## config.mk

```make
export PLATFORM = sky130hd
export DESIGN_NAME = game_flow_ctrl
export DESIGN_NICKNAME = d
export VERILOG_FILES = /design/src/rtl/game_flow_ctrl.sv
export SDC_FILE = /design/constraint.sdc
export NUM_CORES = 1
export LEC_CHECK = 0
export ABC_CLOCK_PERIOD_IN_PS = 3500
export CORE_MARGIN = 2
export CORE_UTILIZATION = 58
export DETAILED_ROUTE_END_ITERATION = 16
export PLACE_DENSITY = 0.85
export RECOVER_POWER = 50
export SYNTH_ARGS = -nofsm -noshare
export SYNTH_HDL_FRONTEND = slang
export SYNTH_SLANG_ARGS = --single-unit
```

## constraint.sdc

```tcl
create_clock -name clk -period 3.5 [get_ports clk]
set_input_delay 0.875 -clock clk [delete_from_list [all_inputs] [get_ports clk]]
set_output_delay 0.875 -clock clk [all_outputs]
set_load 0.02 [all_outputs]
```

## src/rtl/game_flow_ctrl.sv

```systemverilog
// Game-flow controller: tracks level/world/lives and sequences play, pause, level-up, world-up,
// death/invulnerability, win and lose screens. Outputs are registered copies of the decoded next state.
module game_flow_ctrl #(
  parameter int LEVEL_MAX   = 3,
  parameter int WORLD_MAX   = 6,
  parameter int START_LIVES = 7,
  parameter int MAX_LIVES   = 9,
  parameter int LVL_W       = 3,
  parameter int WLD_W       = 3,
  parameter int LIVES_W     = 5,
  parameter int INVULN_CYC  = 16,
  parameter int BONUS_EVERY = 3
) (
  input  logic               clk,
  input  logic               rst,
  input  logic               continue_btn,
  input  logic               start_btn,
  input  logic               player_dead,
  input  logic               level_complete,
  output logic [LVL_W-1:0]   level,
  output logic [WLD_W-1:0]   world,
  output logic [LIVES_W-1:0] lives,
  output logic [2:0]         screen,
  output logic               player_disable,
  output logic               reset_select,
  output logic [3:0]         audio_select,
  output logic               invuln
);

  localparam int TMR_W = (INVULN_CYC > 1) ? $clog2(INVULN_CYC) : 1;
  localparam int BON_W = (BONUS_EVERY > 1) ? $clog2(BONUS_EVERY + 1) : 1;

  typedef enum logic [3:0] {
    S_INIT   = 4'd0,
    S_PLAY   = 4'd1,
    S_PAUSE  = 4'd2,
    S_LVL_UP = 4'd3,
    S_WLD_UP = 4'd4,
    S_DEATH  = 4'd5,
    S_INVULN = 4'd6,
    S_WIN    = 4'd7,
    S_LOSE   = 4'd8,
    S_RESET  = 4'd9
  } state_t;

  typedef struct packed {
    logic [2:0] screen;
    logic       player_disable;
    logic       reset_select;
    logic [3:0] audio;
    logic       invuln;
  } outs_t;

  function automatic outs_t decode(input state_t s);
    outs_t o;
    o = '{screen: 3'd0, player_disable: 1'b1, reset_select: 1'b0, audio: 4'd7, invuln: 1'b0};
    case (s)
      S_INIT:   o.screen = 3'd1;
      S_PLAY:   begin o.screen = 3'd1; o.player_disable = 1'b0; end
      S_PAUSE:  begin o.screen = 3'd6; o.audio = 4'd0; end
      S_LVL_UP: begin o.screen = 3'd4; o.audio = 4'd2; end
      S_WLD_UP: begin o.screen = 3'd5; o.audio = 4'd3; end
      S_DEATH:  o.audio = 4'd1;
      S_INVULN: begin o.player_disable = 1'b0; o.invuln = 1'b1; o.audio = 4'd1; end
      S_WIN:    begin o.screen = 3'd3; o.audio = 4'd4; end
      S_LOSE:   begin o.screen = 3'd2; o.audio = 4'd5; end
      S_RESET:  o.reset_select = 1'b1;
      default:  ;
    endcase
    return o;
  endfunction

  state_t             state, state_next;
  logic [LVL_W-1:0]   level_next;
  logic [WLD_W-1:0]   world_next;
  logic [LIVES_W-1:0] lives_next;
  logic [TMR_W-1:0]   timer, timer_next;
  logic [BON_W-1:0]   bonus_cnt, bonus_next;
  logic               cont_prev, start_prev;
  outs_t              outs;

  wire cont_e  = continue_btn & ~cont_prev;
  wire pause_e = start_btn & ~start_prev;

  always_comb begin
    // NOTE: every next-value gets a default first so no path leaves it unassigned and no latch is inferred.
    state_next = state;
    level_next = level;
    world_next = world;
    lives_next = lives;
    timer_next = timer;
    bonus_next = bonus_cnt;
    case (state)
      S_INIT: if (cont_e) state_next = S_PLAY;
      S_PLAY: begin
        if (player_dead) begin
          state_next = S_DEATH;
        end else if (level_complete) begin
          if (level < LVL_W'(LEVEL_MAX)) begin
            level_next = level + LVL_W'(1);
            state_next = S_LVL_UP;
          end else if (world < WLD_W'(WORLD_MAX)) begin
            world_next = world + WLD_W'(1);
            level_next = LVL_W'(1);
            state_next = S_WLD_UP;
            if (BONUS_EVERY != 0) begin
              // The world just cleared completes a bonus group when the count wraps.
              if (bonus_cnt == BON_W'((BONUS_EVERY > 0) ? BONUS_EVERY - 1 : 0)) begin
                bonus_next = '0;
                if (lives < LIVES_W'(MAX_LIVES)) lives_next = lives + LIVES_W'(1);
              end else begin
                bonus_next = bonus_cnt + BON_W'(1);
              end
            end
          end else begin
            state_next = S_WIN;
          end
        end else if (pause_e) begin
          state_next = S_PAUSE;
        end
      end
      S_PAUSE:  if (pause_e) state_next = S_PLAY;
      S_LVL_UP: if (cont_e) state_next = S_PLAY;
      S_WLD_UP: if (cont_e) state_next = S_PLAY;
      S_DEATH: begin
        if (lives <= LIVES_W'(1)) begin
          lives_next = '0;
          state_next = S_LOSE;
        end else begin
          lives_next = lives - LIVES_W'(1);
          timer_next = TMR_W'(INVULN_CYC - 1);
          state_next = S_INVULN;
        end
      end
      S_INVULN: begin
        if (timer != '0)      timer_next = timer - TMR_W'(1);
        else if (!player_dead) state_next = S_PLAY;
      end
      S_WIN:  if (cont_e) state_next = S_RESET;
      S_LOSE: if (cont_e) state_next = S_RESET;
      S_RESET: begin
        level_next = LVL_W'(1);
        world_next = WLD_W'(1);
        lives_next = LIVES_W'(START_LIVES);
        timer_next = '0;
        bonus_next = '0;
        state_next = S_INIT;
      end
      default: state_next = S_RESET;
    endcase
  end

  always_ff @(posedge clk) begin
    // NOTE: non-blocking assignments so every register samples pre-edge values and updates together.
    if (rst) begin
      state      <= S_INIT;
      level      <= LVL_W'(1);
      world      <= WLD_W'(1);
      lives      <= LIVES_W'(START_LIVES);
      timer      <= '0;
      bonus_cnt  <= '0;
      cont_prev  <= 1'b0;
      start_prev <= 1'b0;
      outs       <= decode(S_INIT);
    end else begin
      state      <= state_next;
      level      <= level_next;
      world      <= world_next;
      lives      <= lives_next;
      timer      <= timer_next;
      bonus_cnt  <= bonus_next;
      cont_prev  <= continue_btn;
      start_prev <= start_btn;
      outs       <= decode(state_next);
    end
  end

  assign screen         = outs.screen;
  assign player_disable = outs.player_disable;
  assign reset_select   = outs.reset_select;
  assign audio_select   = outs.audio;
  assign invuln         = outs.invuln;

endmodule

```

==> impl_metrics.toml <==
[sta]
setup_violations = 0
fin_hold_ws_ns = 0.510
finClkSkew_ns = 0.0109
fmax_ghz = 0.329
setup_tns_ns = 0
tightest_slew_ns = 1.00
slew_headroom = 0.333
finalCriticalPeriod_ns = 3.04
rsz0062_at_grt = "false"
maxSlewViolCount = 0
worst_slack_ns = 0.465
hold_viol = 0
fin_crit_sh = 0.867

[clocking]
cts_buffers = 5
cts_max_level = 2
clk_path_buf_depth = 2
clk_pin_slew_ns = 0.10
clock-sinks = 32
clock_latency_ns = 0.34
cts_tree = "built"
cts_resized = 0
clock_tree.root_cell = "clkbuf_4"
ctsHoldBuffers = 0
postCtsSetupBuffers = 0

[detailed_routing]
dr.pass1.iters = 4
drt-total-wl_um = 4570
wire_per_inst_um = 16.3
first_iter_violations = 133
detail_route.vias_per_cell = 6.26
dr_total_vias = 1753
drc = 0
postRouteAntennaNets = 0

[synth]
ys_types = 62
synthFlopType = "dfxtp_1"
yosysWarnings = 0
synth.top_cell.area_share = 0.352
synth_area_um2 = 1820
synth-seq-cells = 32
async_flop_share = 0
syn-num-nets = 224
synthCells = 211
yosysTopAreaCell = "dfxtp_1"
synth_edf_count = 0
synth.avg_cell_area_um2 = 8.63
seq_area_frac_synth = 0.352
synth.area.top_cells = "dfxtp_1 35%, ha_1 4.8%, a21oi_1 4.4%"

[placement]
dp_slack_ns = 0.357
post-dp-hpwl_um = 3200
numPortBuffers = 25
gp_congestion = 0.963

[floorplanning]
fp.dieArea_um2 = 3600
core_um2 = 3030
die_y_um = 60.0
start_util = 0.601
rows = 20
io_pins = 27
die_w_um = 60.0

[worst_setup_path]
slowest_delay_ns = 0.62
crit_arrival_ns = 3.27
crit_required_ns = 3.74
path_class = "in -> reg"
cp_slowest_cell = "dlygate4sd3_1"
path_delay_family = "simple AND/OR/NAND/NOR gates"
startpoint_type = "primary input"
end_kind = "flop"
path_max_fanout = 5
cp_cell_sequence = "dlygate4sd3_1 -> nor4b_1 -> o32a_1 -> o211ai_1 -> or4b_1 -> a21o_1"
path_buf_inv = 1

[finish]
multi_input_comb_area_um2 = 1120
fill_cells = 245
drive_above_1_share = 0.0678
final_common_cell = "dfxtp_1"
area_delta_synth_final_pct = 19.9
antenna_cells = 0
final_cell_mix = "32 x dfxtp_1, 18 x nor2_1, 17 x dlygate4sd3_1, 16 x a21oi_1, 15 x nand2_1"
nets = 248
seqCellArea_um2 = 641

[pwr]
p_clk_frac = 0.369
p_leak_nw = 0.803
peakVddDrop_mv = 0.216
p_sw_uw = 244
p_comb_frac = 0.173
power.density_nw_per_um2 = 403
pwr-share-seq = 0.458
p_sw_frac = 0.277
internal_power_uw = 637

[global_route]
grt_util_all_layers = 0.273
grt_pass1_vias = 1588
grt_pass1_wl_um = 7280
antenna_found_initial = 0
gr-total-overflow = 0
grt_max_degree = 22

[job]
cap_viol_max_count = 0

[hold_path]
min_path_type = "reg -> reg"

[status]
status = "completed"
through the flow:
stage               std cells  instance area [um2]  power [mW]  utilization
floorplan                 211                 1820       0.514            -
global placement          272                 2090       0.558        0.691
detailed placement        272                 2090       0.566        0.691
CTS                       280                 2190       0.883        0.722
global route              280                 2180       0.915        0.721
finish                    280                 2180       0.881        0.721
path summary, 6_finish.rpt:
kind,startpoint,endpoint,slack [ns],depth (start not counted)
max,player_dead,player_disable,0.46,6
min,level[2],level[2],0.51,2
max reg2reg,lives[1],player_disable,0.80,7
min reg2reg,level[2],level[2],0.51,2
kinds of logic after synthesis:
kind of cell | after synthesis | share of synthesized area
adders and majority gates | 7 | 0.0481
and+or+nand+nor | 82 | 0.266
buffers and inverters | 14 | 0.0330
DFF | 32 | 0.352
other | 1 | 0.00206
xor gates and xnor gates | 3 | 0.0144
AOI/OAI and AO/OA | 70 | 0.273
muxes | 2 | 0.0117
power groups by stage:
stage / clock (mW) / combinational [mW] / sequential (mW)
final: 0.325 / 0.152 / 0.403
after global routing: 0.343 / 0.166 / 0.406
after CTS: 0.324 / 0.156 / 0.403
after detailed placement: 0 / 0.155 / 0.411
after global placement: 0 / 0.149 / 0.409
after floorplan: 0 / 0.0989 / 0.415
cells in the mapped netlist, types with 3 or more instances:
| cell | count |
|---|---|
| a211oi_1 | 5 |
| a21oi_1 | 16 |
| buf_2 | 3 |
| clkbuf_1 | 4 |
| dfxtp_1 | 32 |
| ha_1 | 7 |
| inv_1 | 4 |
| nand2_1 | 15 |
| nand2b_1 | 8 |
| nand3_1 | 7 |
| nand4bb_1 | 3 |
| nor2_1 | 18 |
| nor2b_1 | 6 |
| nor3_1 | 5 |
| nor3b_1 | 4 |
| o211ai_1 | 3 |
| o21ai_0 | 10 |
| o31ai_1 | 3 |
| xor2_1 | 3 |
sequential cells by signal, summed over array words and instances, names as in the netlist:
signal          cells
cont_prev           1
player_disable      1
level               3
invuln              1
reset_select        1
start_prev          1
state               4
timer               4
world               3
bonus_cnt           2
lives               5
screen              3
audio_select        3
cell type report:
class                           instances  share of cell area
Clock buffer                            7              0.0298
Clock inverter                          1              0.0138
Inverter                                5             0.00860
Multi-Input combinational cell        165               0.513
Sequential cell                        32               0.293
Tap cell                               44              0.0252
Timing Repair Buffer                   26               0.116
worst reg2reg max path: cells and delay by family (launching register included):
family	cells	cell delay, ns
buffers and inverters	1	0.13
AND/OR/NAND/NOR	2	0.60
AO/OA/AOI/OAI	3	1.19
flip-flops	1	0.49
adder cells (fa/ha/maj)	1	0.19
layer usage:
layer / global-route usage / wire length, um / up-vias / part of all wire
li1: - / - / 847 / -
met1: 0.342 / 1850 / 815 / 0.40
met2: 0.452 / 2350 / 87 / 0.51
met3: 0.0714 / 333 / 4 / 0.073
met4: 0.0921 / 36 / 0 / 0.0079
met5: 0 / 0 / - / 0
Power figures use the tool's default switching activity.
